**src/rtl/acc_pkg.sv**
```systemverilog
// Shared types and constants for the product accumulator.
// Imported by the delay line and the accumulator top.
package acc_pkg;

   localparam int MULT_LAT_DEFAULT = 2;
   localparam int PROD_W = 16;

   typedef enum logic {
      IDLE,
      ACCUM
   } acc_state_t;

endpackage

```
**src/rtl/mult_lat_delay.sv**
```systemverilog
// Fixed-depth shift register aligning operand flags with products.
// The MSB of each word is treated as its valid flag for occupancy.
module mult_lat_delay #(
   parameter int DEPTH = 2,
   parameter int WIDTH = 2
) (
   input  logic             clk,
   input  logic             rst,
   input  logic [WIDTH-1:0] d,
   output logic [WIDTH-1:0] q,
   output logic             occ
);

   logic [DEPTH-1:0][WIDTH-1:0] sr;

   // Shift every edge; the multiplier pipeline never stalls.
   always_ff @(posedge clk) begin
      if (rst) begin
         sr <= '0;
      end else begin
         sr[0] <= d;
         for (int i = 1; i < DEPTH; i++) begin
            sr[i] <= sr[i-1];
         end
      end
   end

   // Any stage still carrying a valid flag.
   always_comb begin
      occ = 1'b0;
      for (int i = 0; i < DEPTH; i++) begin
         occ = occ | sr[i][WIDTH-1];
      end
   end

   assign q = sr[DEPTH-1];

endmodule

```
**src/rtl/approx_mac_accumulator.sv**
```systemverilog
// Sums a frame of multiplier products into one wide result
// held behind a valid/ready handshake, with overflow tracking.
module approx_mac_accumulator
   import acc_pkg::*;
#(
   parameter int ACC_W    = 24,
   parameter int MULT_LAT = MULT_LAT_DEFAULT,
   parameter bit SATURATE = 1'b0
) (
   input  logic              clk,
   input  logic              rst,
   input  logic              op_valid,
   input  logic              op_last,
   input  logic [PROD_W-1:0] prod_in,
   output logic [ACC_W-1:0]  res_data,
   output logic              res_ovf,
   output logic              res_valid,
   input  logic              res_ready,
   output logic              overrun,
   output logic              busy
);

   acc_state_t       state;
   logic [ACC_W-1:0] acc;
   logic             frame_ovf;

   logic [1:0]       p_flags;
   logic             p_valid;
   logic             p_last;
   logic             in_flight;

   logic [ACC_W:0]   base;
   logic [ACC_W:0]   sum_ext;
   logic             carry;
   logic [ACC_W-1:0] nxt_acc;
   logic             nxt_ovf;
   logic             slot_free;

   mult_lat_delay #(
      .DEPTH (MULT_LAT),
      .WIDTH (2)
   ) u_dly (
      .clk (clk),
      .rst (rst),
      .d   ({op_valid, op_valid & op_last}),
      .q   (p_flags),
      .occ (in_flight)
   );

   assign p_valid = p_flags[1];
   assign p_last  = p_flags[0];

   // Next sum: a first term starts from zero, later terms add to acc.
   always_comb begin
      base    = (state == ACCUM) ? {1'b0, acc} : '0;
      sum_ext = base + {{(ACC_W + 1 - PROD_W){1'b0}}, prod_in};
      carry   = sum_ext[ACC_W];
      if (SATURATE && carry) begin
         nxt_acc = '1;
      end else begin
         nxt_acc = sum_ext[ACC_W-1:0];
      end
      nxt_ovf = carry | ((state == ACCUM) & frame_ovf);
   end

   assign slot_free = !res_valid || res_ready;

   // Frame FSM, result slot and sticky overrun.
   always_ff @(posedge clk) begin
      if (rst) begin
         state     <= IDLE;
         acc       <= '0;
         frame_ovf <= 1'b0;
         res_data  <= '0;
         res_ovf   <= 1'b0;
         res_valid <= 1'b0;
         overrun   <= 1'b0;
      end else begin
         if (res_valid && res_ready) begin
            res_valid <= 1'b0;
         end
         if (p_valid) begin
            acc       <= nxt_acc;
            frame_ovf <= nxt_ovf;
            if (p_last) begin
               state <= IDLE;
               if (slot_free) begin
                  res_data  <= nxt_acc;
                  res_ovf   <= nxt_ovf;
                  res_valid <= 1'b1;
               end else begin
                  overrun <= 1'b1;
               end
            end else begin
               state <= ACCUM;
            end
         end
      end
   end

   assign busy = (state == ACCUM) | in_flight;

endmodule

```
**config.mk**
```make
export PLATFORM = sky130hd
export DESIGN_NAME = approx_mac_accumulator
export DESIGN_NICKNAME = d
export VERILOG_FILES = /design/src/rtl/acc_pkg.sv /design/src/rtl/mult_lat_delay.sv /design/src/rtl/approx_mac_accumulator.sv
export SDC_FILE = /design/constraint.sdc
export NUM_CORES = 1
export LEC_CHECK = 0
export ABC_AREA = 1
export CAP_MARGIN = 20
export CORE_UTILIZATION = 56
export CTS_CLUSTER_DIAMETER = 60
export DETAILED_ROUTE_END_ITERATION = 6
export PLACE_DENSITY = 0.81
export SLEW_MARGIN = 20
export SYNTH_ARGS = -nofsm -noshare
export SYNTH_HDL_FRONTEND = slang
export SYNTH_SLANG_ARGS = --single-unit
```
**constraint.sdc**
```tcl
create_clock -name clk -period 2.8 [get_ports clk]
set_input_delay 0.7 -clock clk [delete_from_list [all_inputs] [get_ports clk]]
set_output_delay 0.7 -clock clk [all_outputs]
set_load 0.01 [all_outputs]
```
==> flow_metrics.tcl, run 1 <==
set metrics [dict create \
    status "complete, but fails checks" \
    violations "DRC" \
    post_dp_cell_area_um2 4350 \
    period_minus_slack_ps 2440 \
    crit_chain "clkdlybuf4s50_1 -> ha_1 -> nand2_1 -> nor2_1 -> nand2_1 -> nor2_1 -> nand2_1 -> nand4_1 -> nand3_1 -> nand2_1 -> inv_1" \
    crit_type "input pin to flip-flop" \
    min_period_over_period_pct 87.3 \
    ctsHtreeMaxLevel 3 \
    cts_buffers 9 \
    cp_top_family "simple AND/OR/NAND/NOR gates" \
    die_w_um 84.2 \
    route.detailed.drc 6 \
    ys_async_sr_fraction_pct 0 \
    tns_ps 0 \
    diodes 0 \
    netlist_instances 653 \
    slowest_stage "clkdlybuf4s50_1" \
    start_util_pct 58.9 \
    synthTopCellsByCount "179 x nand2_1, 131 x inv_1, 129 x nor2_1" \
    worst_ep_required_time_ps 3060 \
    grt_use_total_pct 29.0 \
    post_cts_buffers 0 \
    fill_cells 590 \
    grt_max_degree 44 \
    drt-pass1-iter-count 7 \
    overflow 0 \
    cap_violations 0 \
    ys.flop_type "dfxtp_1" \
    seqPwrFrac_pct 43.6 \
    post_cts_resized 0 \
    p_comb_share_pct 10.6 \
    internal-power_mw 1.43 \
    vias 3978 \
    synth_top_area_share_pct 30.2 \
    drv_slew 0 \
    num_io_pins 49 \
    clk_pin_slew_worst_paths_ps 80 \
    syn_to_final_growth_pct 20.9 \
    synth-seq-cells 57 \
    ys_warn_count 0 \
    max-slew-margin-rel_pct 68.8 \
    die_height_um 84.2 \
    power_density_nw_per_um2 427 \
    io_buffers 48 \
    yosys.area.top_type "dfxtp_1" \
    syn_area_um2 3780 \
    path_max_fanout 5 \
    clock-sinks 57 \
    grt_pass1_wl_um 16300 \
    rsz0062_at_grt "false" \
    synthTopCellsByArea "dfxtp_1 30%, nand2_1 18%, inv_1 13%, nor2_1 13%, nand3_1 7.4%" \
    clk_latency_ps 350 \
    hp-class "flip-flop to flip-flop" \
    finalNonFillerCells 786 \
    critPathMaxStageDelay_ps 430 \
    ir_drop_v 0.000308 \
    placedCellCount 770 \
    ctsHoldBuffers 0 \
    syn-num-nets 691 \
    ctsLongestPathBuffers 2 \
    coreArea_um2 6420 \
    cp-start-kind "input pin" \
    endpoint_kind "flip-flop" \
    root_buffer "clkbuf_8" \
    globalplace.congestion 0.956 \
    worst_pin_slew_ps 468 \
    fin_nets 742 \
    hold_ws_ps 410 \
    hold_viol 0 \
    dp.final_hpwl_um 7040 \
    skew_ps 9.00 \
    synth_area_per_cell_um2 5.79 \
    worst_path_most_repeated_cell "nand2_1" \
    rows 29 \
    postLayoutCellArea_um2 4570 \
    grt_pass1_vias 3687 \
    wire_per_inst_um 12.1 \
    fmax_ghz 0.409 \
    synth-edff-count 0 \
    switching_power_uw 523 \
    yosysMostFrequentCell "nand2_1" \
    ys_types 29 \
    cts_tree "built" \
    pwr-share-clk_pct 45.8 \
    worstPathArrival_ps 2700 \
    ys_seq_area_share_pct 30.2 \
    dieArea_um2 7090 \
    drt_iter0_markers 267 \
    timing.critical_path.buf_inv 2 \
    antenna_found_initial 0 \
    finalSetupViolCount 0 \
    drive_gt1_share_pct 4.51 \
    viasPerCell 5.06 \
    antenna_left 0 \
    power.leakage_nw 2.59 \
    swShare_pct 26.8 \
    drt-total-wl_um 9550 \
]
-- per-stage QoR --
stage                     setup WS (ps)  total power [mW]  util, %
after global routing                236              2.03     71.2
final                               356              1.95     71.2
after global placement             87.4              1.07     67.7
after detailed placement           43.0              1.07     67.7
after floorplan                     611             0.996        -
after CTS                           405              1.96     71.2
-- path summary, 6_finish.rpt --
kind	from	to	slack [ps]	cells past startpoint
max reg2reg	state$_SDFFE_PP0P_	res_data[23]$_SDFFE_PP0P_	480	13
max	prod_in[10]	res_data[23]$_SDFFE_PP0P_	360	11
min	u_dly.sr[0]$_SDFF_PP0_	u_dly.q[0]$_SDFF_PP0_	410	2
min reg2reg	u_dly.sr[0]$_SDFF_PP0_	u_dly.q[0]$_SDFF_PP0_	410	2
-- cells in the final DEF (no fill, tap or decap) --
master | synthesis | final
nand2_1 | 179 | 179
inv_1 | 131 | 131
nor2_1 | 129 | 129
dfxtp_1 | 57 | 57
nand3_1 | 56 | 56
clkdlybuf4s50_1 | 0 | 48
o21ai_0 | 21 | 21
ha_1 | 16 | 16
a21oi_1 | 9 | 9
clkbuf_8 | 0 | 9
buf_4 | 0 | 9
nand4_1 | 8 | 8
xor2_1 | 6 | 6
nor2_2 | 4 | 4
o211ai_1 | 3 | 3
clkinv_4 | 0 | 3
nor3_1 | 2 | 2
nand3b_1 | 2 | 2
a31oi_1 | 2 | 2
bufinv_16 | 0 | 2
nand3_2 | 1 | 1
nand2_2 | 1 | 1
and2_1 | 1 | 1
and3_1 | 1 | 1
o21bai_1 | 1 | 1
or2_1 | 1 | 1
a21o_1 | 1 | 1
a31o_2 | 1 | 1
xnor2_1 | 1 | 1
nor4_1 | 1 | 1
fa_1 | 1 | 1
clkinvlp_4 | 0 | 1
inv_6 | 0 | 1
-- cell families after synthesis --
| family | share of synthesized area [%] |
|---|---|
| and+or+nand+nor | 41.7 |
| AOI/OAI and AO/OA | 5.52 |
| DFF | 30.2 |
| adders and majority gates | 5.82 |
| buffers and inverters | 15.2 |
| xor gates and xnor gates | 1.62 |
-- tightest hold or removal path: cells and delay by family (launching register included) --
family | cells | cell delay (ps)
DFF | 1 | 300
and+or+nand+nor | 1 | 30
buffers and inverters | 1 | 40
-- final cells by class --
| cell class | instances | area [um^2] | share of cell area [%] |
|---|---|---|---|
| clock inverter | 7 | 103 | 2.24 |
| tap | 77 | 96.3 | 2.11 |
| multi-input combinational | 448 | 2070 | 45.2 |
| sequential | 57 | 1140 | 25.0 |
| timing repair buffer | 57 | 548 | 12.0 |
| inverter | 131 | 492 | 10.8 |
| clock buffer | 9 | 124 | 2.71 |
-- state kept, by name (all words and copies together), names as in the netlist --
name,cells
res_ovf,1
acc,24
res_data,24
frame_ovf,1
state,1
res_valid,1
overrun,1
u_dly.q,2
u_dly.sr,2
-- power groups by stage --
stage | Combinational, mW | Sequential, mW | Clock, mW
after floorplan | 0.130 | 0.866 | 0
after global placement | 0.200 | 0.867 | 0
after detailed placement | 0.205 | 0.868 | 0
after CTS | 0.206 | 0.850 | 0.908
after global routing | 0.232 | 0.853 | 0.945
final | 0.207 | 0.850 | 0.894
-- per-layer routing --
layer  up-vias  track usage [%]  part of all wire [%]
met5         -                0                     0
met4         0             15.4                   3.0
met3        23             4.72                   4.8
met2       107             48.6                    47
met1      1775             35.9                    45
li1       2073                -                     -
Power figures use the tool's default switching activity.
==> inputs of run 2 (changes only) <==
- CORE_UTILIZATION: 56 -> 43
- PLACE_DENSITY: 0.81 -> default
==> run 2 against run 1 <==
Effect of this change:
- the flow now finishes without violations
- final cell count rose by 3.7%
- highest routed layer unchanged
- global-route usage fell by 6.1 points
- die area rose by 29%
- power fell by 4.8%
- clock skew rose by 3.8 ps
- critical path type unchanged
- via count fell by 2.0%
- design area rose by 0.79%
- setup slack improved by 26 ps
- worst hold slack got worse by 3.5 ps
- first-iteration DRC count fell by 36%
- sequential share of layout area fell by 0.20 points
- critical endpoint is now acc[12]$_SDFFE_PP0P_
- clock power fell by 11%
==> flow_metrics.tcl, run 2 (synthesized netlist as in run 1, its figures left out) <==
set metrics [dict create \
    crit_chain "clkdlybuf4s50_1 -> ha_1 -> fa_1 -> nand3_1 -> nand3_1 -> nand2_1 -> nor2_1 -> nor2_1 -> or2_1 -> nand3_1 -> nand2_1 -> inv_1" \
    grt_pass1_vias 3511 \
    antenna_left 0 \
    cts_tree "built" \
    rows 33 \
    clk_pin_slew_worst_paths_ps 70 \
    timing.critical_path.buf_inv 2 \
    cap_violations 0 \
    fin_nets 743 \
    post_dp_cell_area_um2 4410 \
    start_util_pct 45.1 \
    worst_pin_slew_ps 599 \
    power_density_nw_per_um2 403 \
    critPathMaxStageDelay_ps 410 \
    drv_slew 0 \
    min_from "u_dly.sr[0]$_SDFF_PP0_" \
    worst_ep_required_time_ps 3040 \
    antenna_found_initial 0 \
    tns_ps 0 \
    ctsLongestPathBuffers 2 \
    die_w_um 95.8 \
    vias 3897 \
    period_minus_slack_ps 2420 \
    postLayoutCellArea_um2 4610 \
    post_cts_buffers 0 \
    finalNonFillerCells 815 \
    ir_drop_v 0.000228 \
    crit_type "input pin to flip-flop" \
    min_period_over_period_pct 86.4 \
    num_io_pins 49 \
    finalSetupViolCount 0 \
    root_buffer "clkbuf_8" \
    path_max_fanout 4 \
    r2r-start "state$_SDFFE_PP0P_" \
    overflow 0 \
    wire_per_inst_um 11.9 \
    rsz0062_at_grt "false" \
    worstPathArrival_ps 2660 \
    coreArea_um2 8380 \
    drt_iter0_markers 172 \
    hold_viol 0 \
    cts_buffers 9 \
    pre_cts_ws_ps 51.4 \
    skew_ps 12.8 \
    fin_ws_ps 382 \
    dp.final_hpwl_um 7300 \
    dieArea_um2 9180 \
    startpoint "prod_in[0]" \
    ctsHtreeMaxLevel 3 \
    grt_max_degree 44 \
    largestRegisters "acc x24, res_data x24" \
    power.leakage_nw 2.59 \
    die_height_um 95.8 \
    drive_gt1_share_pct 4.65 \
    io_buffers 48 \
    max-slew-margin-rel_pct 59.9 \
    worst_path_most_repeated_cell "nand3_1" \
    slowest_stage "clkdlybuf4s50_1" \
    clock-sinks 57 \
    fmax_ghz 0.414 \
    endpoint_kind "flip-flop" \
    fin_total_pwr_mw 1.86 \
    placedCellCount 799 \
    syn_to_final_growth_pct 21.8 \
    clk_latency_ps 350 \
    viasPerCell 4.78 \
    route.detailed.drc 0 \
    grt_use_total_pct 23.0 \
    grt_pass1_wl_um 16100 \
    ctsHoldBuffers 0 \
    final_common_cell "nand2_1" \
    cp_top_family "simple AND/OR/NAND/NOR gates" \
    post_cts_resized 0 \
    drt-total-wl_um 9730 \
    drt-pass1-iter-count 4 \
    diodes 0 \
    cp-start-kind "input pin" \
    mostFrequentLayoutCells "179 x nand2_1, 131 x inv_1, 129 x nor2_1" \
    hp-class "flip-flop to flip-flop" \
    status "completed" \
    globalplace.congestion 0.898 \
]
==> run 2: path summary, 6_finish.rpt <==
check | end | slack, ps | cells after the start
hold reg to reg | u_dly.q[0]$_SDFF_PP0_ | 410 | 2
setup reg to reg | acc[12]$_SDFFE_PP0P_ | 550 | 14
hold / removal | u_dly.q[0]$_SDFF_PP0_ | 410 | 2
setup / recovery | acc[12]$_SDFFE_PP0P_ | 380 | 12
==> run 2: per-stage QoR <==
stage	util (%)	hold WS, ps
finish	55.0	407
CTS	55.0	408
global placement	52.6	394
detailed placement	52.6	397
global route	55.0	430
floorplan	-	388
==> run 2: cell type report <==
class	instances	area [um^2]
Fill cell	911	3770
Multi-Input combinational cell	448	2070
Sequential cell	57	1140
Timing Repair Buffer	58	581
Inverter	131	492
Tap cell	105	131
Clock buffer	9	124
Clock inverter	7	71.3
==> run 2: where the power goes <==
part / switching, mW / internal [mW]
clock: 0.389 / 0.409
combinational: 0.122 / 0.0886
sequential: 0.0142 / 0.835
==> run 2: per-layer routing <==
layer  vias up  routed length [um]  GRT usage (%)
li1       2068                   -              -
met1      1719                4820           29.9
met2        91                4210           36.9
met3        19                 454           4.34
met4         0                 246           9.95
met5         -                   0              0
==> run 2: worst min-delay path: stages, from the launching register on <==
cell and delay [ps]:
dfxtp_1 300, inv_1 40, nor2_1 30
